## src/rtl/window_min_cost_sel_if.sv

```systemverilog
// Record-in / result-out handshake bundle for window_min_cost_sel.
// The source/consumer side uses master, the selector uses slave.
interface window_min_cost_sel_if #(
    parameter int DSIZE = 8
);
    logic                 clear;
    logic                 in_valid;
    logic                 in_ready;
    logic [DSIZE-1:0]     in_account;
    logic [DSIZE-1:0]     in_A;
    logic [DSIZE-1:0]     in_T;
    logic                 out_valid;
    logic                 out_ready;
    logic [DSIZE-1:0]     out_account;
    logic [2*DSIZE-1:0]   out_cost;

    modport master (
        output clear, in_valid, in_account, in_A, in_T, out_ready,
        input  in_ready, out_valid, out_account, out_cost
    );

    modport slave (
        input  clear, in_valid, in_account, in_A, in_T, out_ready,
        output in_ready, out_valid, out_account, out_cost
    );
endinterface

```

## src/rtl/window_min_cost_sel.sv

```systemverilog
// Sliding-window minimum-cost selector: cost = A*T per record, one registered
// result per accepted record once WIN records are in the window.
module window_min_cost_sel #(
    parameter int DSIZE      = 8,
    parameter int WIN        = 5,
    parameter int TIE_NEWEST = 1
) (
    input  logic                  clk,
    input  logic                  rst_n,
    window_min_cost_sel_if.slave  bus
);
    localparam int DEPTH = WIN - 1;
    localparam int CW    = $clog2(WIN);
    localparam logic [CW-1:0] LAST = CW'(WIN - 1);

    typedef logic [DSIZE-1:0]   acct_t;
    typedef logic [2*DSIZE-1:0] cost_t;
    typedef enum logic {FILL, STREAM} state_t;

    state_t        state_q, state_d;
    logic [CW-1:0] cnt_q, cnt_d;
    acct_t         acct_q [DEPTH];
    acct_t         acct_d [DEPTH];
    cost_t         cost_q [DEPTH];
    cost_t         cost_d [DEPTH];
    logic          out_valid_q, out_valid_d;
    acct_t         out_acct_q, out_acct_d;
    cost_t         out_cost_q, out_cost_d;

    cost_t in_cost;
    logic  accept;
    logic  load;

    acct_t win_acct [WIN];
    cost_t win_cost [WIN];
    acct_t sel_acct;
    cost_t sel_cost;

    assign in_cost      = cost_t'(bus.in_A) * cost_t'(bus.in_T);
    assign bus.in_ready = !out_valid_q || bus.out_ready;
    assign accept       = bus.in_valid && bus.in_ready && !bus.clear;

    assign bus.out_valid   = out_valid_q;
    assign bus.out_account = out_acct_q;
    assign bus.out_cost    = out_cost_q;

    // Slot 0 is the incoming record, higher slots are progressively older.
    always_comb begin
        win_acct[0] = bus.in_account;
        win_cost[0] = in_cost;
        for (int k = 1; k < WIN; k++) begin
            win_acct[k] = acct_q[k-1];
            win_cost[k] = cost_q[k-1];
        end
    end

    // Scan starting from the preferred end; a strict compare keeps the first
    // record seen among equal costs.
    always_comb begin
        if (TIE_NEWEST != 0) begin
            sel_acct = win_acct[0];
            sel_cost = win_cost[0];
            for (int j = 1; j < WIN; j++) begin
                if (win_cost[j] < sel_cost) begin
                    sel_acct = win_acct[j];
                    sel_cost = win_cost[j];
                end
            end
        end else begin
            sel_acct = win_acct[WIN-1];
            sel_cost = win_cost[WIN-1];
            for (int j = WIN - 2; j >= 0; j--) begin
                if (win_cost[j] < sel_cost) begin
                    sel_acct = win_acct[j];
                    sel_cost = win_cost[j];
                end
            end
        end
    end

    always_comb begin
        // NOTE: every variable gets a default first so no path leaves it unassigned (no latches).
        state_d     = state_q;
        cnt_d       = cnt_q;
        acct_d      = acct_q;
        cost_d      = cost_q;
        out_valid_d = out_valid_q;
        out_acct_d  = out_acct_q;
        out_cost_d  = out_cost_q;
        load        = 1'b0;

        if (bus.clear) begin
            state_d     = FILL;
            cnt_d       = '0;
            out_valid_d = 1'b0;
        end else begin
            if (bus.out_ready) out_valid_d = 1'b0;
            if (accept) begin
                acct_d[0] = bus.in_account;
                cost_d[0] = in_cost;
                for (int k = 1; k < DEPTH; k++) begin
                    acct_d[k] = acct_q[k-1];
                    cost_d[k] = cost_q[k-1];
                end
                case (state_q)
                    FILL: begin
                        if (cnt_q == LAST) begin
                            state_d = STREAM;
                            load    = 1'b1;
                        end else begin
                            cnt_d = cnt_q + CW'(1);
                        end
                    end
                    STREAM: load = 1'b1;
                    default: state_d = FILL;
                endcase
            end
            if (load) begin
                out_valid_d = 1'b1;
                out_acct_d  = sel_acct;
                out_cost_d  = sel_cost;
            end
        end
    end

    // NOTE: sequential state uses non-blocking assignments so all registers update together.
    always_ff @(posedge clk or negedge rst_n) begin
        if (!rst_n) begin
            state_q     <= FILL;
            cnt_q       <= '0;
            out_valid_q <= 1'b0;
            out_acct_q  <= '0;
            out_cost_q  <= '0;
            // NOTE: the window is small flop storage, so it is reset explicitly rather than left unknown.
            for (int k = 0; k < DEPTH; k++) begin
                acct_q[k] <= '0;
                cost_q[k] <= '0;
            end
        end else begin
            state_q     <= state_d;
            cnt_q       <= cnt_d;
            out_valid_q <= out_valid_d;
            out_acct_q  <= out_acct_d;
            out_cost_q  <= out_cost_d;
            for (int k = 0; k < DEPTH; k++) begin
                acct_q[k] <= acct_d[k];
                cost_q[k] <= cost_d[k];
            end
        end
    end
endmodule

```

## src/flat_wrapper.sv

```systemverilog
// flat-port wrapper written by rule: the top's interface ports become plain ports
module window_min_cost_sel_flat 
#(
    parameter int DSIZE      = 8,
    parameter int WIN        = 5,
    parameter int TIE_NEWEST = 1
)
  (clk, rst_n, bus_clear, bus_in_valid, bus_in_account, bus_in_A, bus_in_T, bus_out_ready, bus_in_ready, bus_out_valid, bus_out_account, bus_out_cost);
  window_min_cost_sel_if #(.DSIZE(DSIZE)) bus_i ();
  input  logic clk;
  input  logic rst_n;
  input wire logic [$bits(bus_i.clear)-1:0] bus_clear;
  input wire logic [$bits(bus_i.in_valid)-1:0] bus_in_valid;
  input wire logic [$bits(bus_i.in_account)-1:0] bus_in_account;
  input wire logic [$bits(bus_i.in_A)-1:0] bus_in_A;
  input wire logic [$bits(bus_i.in_T)-1:0] bus_in_T;
  input wire logic [$bits(bus_i.out_ready)-1:0] bus_out_ready;
  output wire logic [$bits(bus_i.in_ready)-1:0] bus_in_ready;
  output wire logic [$bits(bus_i.out_valid)-1:0] bus_out_valid;
  output wire logic [$bits(bus_i.out_account)-1:0] bus_out_account;
  output wire logic [$bits(bus_i.out_cost)-1:0] bus_out_cost;
  assign bus_i.clear = bus_clear;
  assign bus_i.in_valid = bus_in_valid;
  assign bus_i.in_account = bus_in_account;
  assign bus_i.in_A = bus_in_A;
  assign bus_i.in_T = bus_in_T;
  assign bus_i.out_ready = bus_out_ready;
  assign bus_in_ready = bus_i.in_ready;
  assign bus_out_valid = bus_i.out_valid;
  assign bus_out_account = bus_i.out_account;
  assign bus_out_cost = bus_i.out_cost;
  window_min_cost_sel #(.DSIZE(DSIZE), .WIN(WIN), .TIE_NEWEST(TIE_NEWEST)) u_core (.clk(clk), .rst_n(rst_n), .bus(bus_i));
endmodule
```

## config.mk

```make
export PLATFORM = sky130hd
export DESIGN_NAME = window_min_cost_sel_flat
export DESIGN_NICKNAME = d
export VERILOG_FILES = /design/src/rtl/window_min_cost_sel_if.sv /design/src/rtl/window_min_cost_sel.sv /design/src/flat_wrapper.sv
export SDC_FILE = /design/constraint.sdc
export NUM_CORES = 1
export LEC_CHECK = 0
export BUFFER_PORTS_ARGS = -buffer_cell sky130_fd_sc_hd__buf_2
export CAP_MARGIN = 10
export CORE_AREA = 2 2 131 133
export DETAILED_ROUTE_END_ITERATION = 8
export DIE_AREA = 0 0 133 135
export HOLD_SLACK_MARGIN = 0.02
export PLACE_DENSITY = 0.84
export SLEW_MARGIN = 10
export SYNTH_ARGS = -nofsm -noshare
export SYNTH_HDL_FRONTEND = slang
export SYNTH_SLANG_ARGS = --single-unit
```

## constraint.sdc

```tcl
create_clock -name clk -period 10.6 [get_ports clk]
set_input_delay 0.53 -clock clk [delete_from_list [all_inputs] [get_ports clk]]
set_output_delay 0.53 -clock clk [all_outputs]
set_load 0.005 [all_outputs]
```

Word level (Yosys, flattened, before mapping):

Cells that the tools add are included.

* add/subtract/negate cells: 1
* multiply operators: 1
* $lt $le $gt $ge: 4
* eq/ne operators: 3
* mux-type cells: 22
* bitwise logic cells: 2
* reductions and logical operators: 10

Operators with widths (count)
* < comparator 16 bit: 4
* 2-to-1 mux 16 bit: 4
* 2-to-1 mux 8 bit: 4
* multiplier 8 x 8 -> 16 bit: 1
* 2-to-1 mux 3 bit: 4
* 2-to-1 mux 1 bit: 9
* inequality test 2 bit, second input constant: 2
* AND reduction 2 bit: 2
* adder 3 x 1 -> 3 bit, second input constant: 1
* equality test 3 bit, second input constant: 1
* AND reduction 3 bit: 1
* nonzero test 3 bit: 1
* logical AND 1 bit: 2
* logical NOT 1 bit: 2
* NOT 1 bit: 2
* case mux 1 bit (2 select lines): 1
* nonzero test 2 bit: 1
* logical OR 1 bit: 1

* register bits after elaboration: 125
* bits of input ports: 29
* output and inout bits: 26

Longest topological paths before layout:

* word-level depth: 9
* depth in mapped cells: 66
* gate-level depth less buffers: 58

Worst setup path after synthesis:

No wires, ideal clock.

* path type: input to register
* start point: input bus_in_A[1]
* end point: register u_core.out_cost_q[1], in the netlist u_core.bus.out_cost[1]
* setup time: 83 ps
* data arrival time: 12079 ps
* required time: 10517 ps
* setup slack: -1562 ps
* cell stages on the path: 59
* buffers on the path: 6
* cells stage by stage: and2_1 fa_1 fa_1 fa_1 inv_1 fa_1 inv_1 ha_1 a21oi_1 o211ai_1 a21o_1 a21oi_1 xnor2_1 inv_1 ha_1 nand4_1 nor2_1 a211oi_1 [... 23 more ...] a21oi_1 nor2b_1 o21ai_0 nand2b_1 a21oi_1 o221ai_2 or2_1 buf_2 buf_2 a21oi_1 ha_1 o21a_1 o2111a_1 a221oi_1 o211ai_1 a31oi_4 mux2_2 o21ai_0

* cells in the longest elaborated chain, start to end: 9

RTL lines
* start, declared: line flat_wrapper.sv:15 `input wire logic [$bits(bus_i.in_A)-1:0] bus_in_A;`
* multiplier 8 x 8 -> 16 bit *: line window_min_cost_sel.sv:39 `assign in_cost = cost_t'(bus.in_A) * cost_t'(bus.in_T);`
* < comparator 16 bit: line window_min_cost_sel.sv:64 `if (win_cost[j] < sel_cost) begin`
* 2-to-1 mux 16 bit *: line window_min_cost_sel.sv:64
* < comparator 16 bit: line window_min_cost_sel.sv:64
* 2-to-1 mux 16 bit *: line window_min_cost_sel.sv:64
* < comparator 16 bit: line window_min_cost_sel.sv:64
* 2-to-1 mux 16 bit *: line window_min_cost_sel.sv:64
* < comparator 16 bit: line window_min_cost_sel.sv:64
* 2-to-1 mux 16 bit *: line window_min_cost_sel.sv:64
* end signal, assigned: line window_min_cost_sel.sv:144 `out_cost_q <= out_cost_d;`
* end, declared: line window_min_cost_sel.sv:28 `cost_t out_cost_q, out_cost_d;`

Mark *: on every way between the ends. The rest lies on a longest branch, timed or not.
A chain may end at the register's enable or synchronous reset.

Worst setup path in the final report:

* start point: input bus_in_A[2]
* end point: register u_core.out_cost_q[10], in the netlist u_core.bus.out_cost[10]

The elaborated chain is that of the path after synthesis.

==> qor.yml <==
outcome:
  outcome: "complete, but fails checks"
  violations: "setup timing"
critical_path:
  cp_data_required_time_ps: 10970
  reg2reg_to: "u_core.bus.out_cost[10]$_DFFE_PN0P_"
  cpMostUsedCell: "a21o_1"
  r2r_start: "u_core.cost_q[50]$_DFFE_PN0P_"
  worstSetupEndpointType: "register"
  crit_slowest_cell: "fa_1"
  critPathTopFamily: "compound AO/OA/AOI/OAI gates"
  crit_path_max_fanout: 9
  r2r_cells: 45
  cp_slowest_stage_delay_ps: 520
  reg2reg_slack_ps: 1450
  crit_arrival_ps: 12450
  worstSetupStartpointType: "primary input"
  crit_type: "primary input to register"
  path_buf_inv: 11
global_route:
  grt_pass1_vias: 9131
  grt_usage_pct: 34.4
  grt_max_degree: 98
  grt_pass1_wl_mm: 48.1
  grt_overflow_total: 0
  antenna_found_initial: 0
yosys:
  synth_top_area_cell: "dfrtp_1"
  synthDistinctLibCells: 59
  synth_nets: 1105
  synth-edff-count: 0
  syn-mean-instance-area_um2: 10.0
  synth_seq_cells: 125
  async_flop_share_pct: 100
  ys_seq_area_share_pct: 33.0
  yosysWarnings: 0
  synth_cells: 947
  synth_area_um2: 9480
  synth_area_leaders: "dfrtp_1, ha_1, mux2_2, fa_1, mux2i_1"
  ys.flop_type: "dfrtp_1"
  synth_top_area_share_pct: 33.0
sta:
  worst_pin_slew_ps: 1240
  finalSetupViolCount: 24
  slew_viol_final: 0
  timing.final.crit_share_pct: 114
  max_freq_mhz: 82.7
  rsz0062_at_grt: "yes"
  relSlewSlack_pct: 17.4
  period_minus_slack_ps: 12090
  clock_skew_ps: 21.3
  hold_viol_final: 0
  final.setup.worst_slack_ps: -1490
floorplan:
  fp-row-count: 47
  die-area_um2: 18000
  design.core.area_um2: 16400
  ios: 55
  die_y_um: 135
  initial_core_util_pct: 57.8
  dieWidth_um: 133
clock_tree:
  clk_pin_slew_ps: 80
  cts_hold_buf: 0
  clockBufferDepth: 2
  htree_levels: 4
  clockRootBuffer: "clkbuf_16"
  clock-sinks: 125
  cts_buffers: 17
  cts_tree: "yes"
  clk_latency_ps: 460
final_layout:
  utilization_pct: 79.7
  n_antenna_cell: 0
  nNetsFinal: 1328
  multi_input_area_um2: 6700
  nFillCells: 794
  drive_above_1_share_pct: 42.5
  layout_common_cells: "buf_4, dfrtp_1, nand2_1"
  regArea_um2: 3130
  final_common_cell: "buf_4"
  syn2layout_area_growth_pct: 38.1
detailed_routing:
  vias: 8878
  wl_per_cell_um: 23.6
  drtIter0Drc: 847
  drt_wl_total_mm: 33.1
  vias_per_cell: 6.33
  route.detailed.drc: 0
  ant_nets: 0
  firstDrtPassIters: 5
min_path:
  min_path_type: "primary input to asynchronous set/reset pin"
placement:
  place_ws_ps: -1310
  io_buffers: 54
  place_hpwl_mm: 16.0
  gp_congestion: 0.905
run:
  drv_cap: 0
[worst register-to-register path: cells and delay by family (launching register included)]
family | cells | cell delay [ps]
buffers and inverters | 8 | 1200
AOI/OAI and AO/OA | 20 | 3870
and+or+nand+nor | 10 | 1850
muxes | 3 | 680
adders and majority gates | 4 | 980
DFF | 1 | 490
[routing by layer]
layer	vias up	GRT usage, %	wire length, um
li1	3736	-	-
met1	4311	37.0	11200
met2	622	61.6	16800
met3	209	7.13	2430
met4	0	22.6	2640
met5	-	0	0
[area by class of cell]
class	count	area share, %
well taps	220	2.10
flip-flops and latches	125	23.9
repair buffers	242	15.1
multi-input cells	687	51.2
inverters	97	2.78
clock buffers	19	3.39
clock inverters	13	1.45
[Yosys cell counts (12+ instances only)]
library cell  instances
dfrtp_1             125
inv_1                97
ha_1                 93
nand2_1              91
mux2_2               85
and2_1               56
mux2i_1              40
o21ai_0              39
nand3_1              38
a21oi_1              36
fa_1                 36
nor2_1               23
o211ai_1             21
clkbuf_1             19
a21o_1               14
or3_1                14
nand4_1              12
[worst max-delay path by stage]
stage	end	from	cells after the start	slack, ps
after floorplan	u_core.bus.out_cost[1]$_DFFE_PN0P_	bus_in_A[3]	59	-450
after global placement	u_core.bus.out_cost[15]$_DFFE_PN0P_	bus_in_A[3]	55	-1020
after detailed placement	u_core.bus.out_cost[15]$_DFFE_PN0P_	bus_in_A[0]	58	-1310
after CTS	u_core.bus.out_cost[10]$_DFFE_PN0P_	bus_in_A[5]	59	-570
after global routing	u_core.bus.out_cost[15]$_DFFE_PN0P_	bus_in_A[0]	61	-1860
final	u_core.bus.out_cost[10]$_DFFE_PN0P_	bus_in_A[2]	60	-1490
[what timing repair did]
action,CTS,global route
resized for setup,115,58
pin swaps,77,52
cloned,6,1
buffers inserted,34,19
endpoints found under the setup margin,24,24
[sequential cells by signal (all words and copies together), names as in the netlist]
register and flops:
u_core.acct_q 32, u_core.bus.out_account 8, u_core.bus.out_cost 16, u_core.bus.out_valid 1
u_core.cnt_q 3, u_core.cost_q 64, u_core.state_q 1
[through the flow]
stage / hold WS (ps) / std cells / TNS, ps / instance area (um^2)
after floorplan: 234 / 947 / -10400 / 9690
after global placement: 462 / 1311 / -23610 / 11000
after detailed placement: 474 / 1311 / -30120 / 11000
after CTS: 109 / 1383 / -12690 / 12700
after global routing: 141 / 1403 / -43130 / 13100
final: 94.8 / 1403 / -34130 / 13100
[cells by family after synthesis]
family / count (synthesis) / synth area share [%]
AND/OR/NAND/NOR: 268 / 14.6
AO/OA/AOI/OAI: 145 / 10.3
buffers and inverters: 135 / 5.85
adder cells (fa/ha/maj): 134 / 20.4
multiplexers: 126 / 14.5
flip-flops: 125 / 33.0
XOR/XNOR: 14 / 1.29
Power is left out: the tool's default activity adds up to more than one toggle a clock period on the data nets, which glitch-free logic cannot reach.
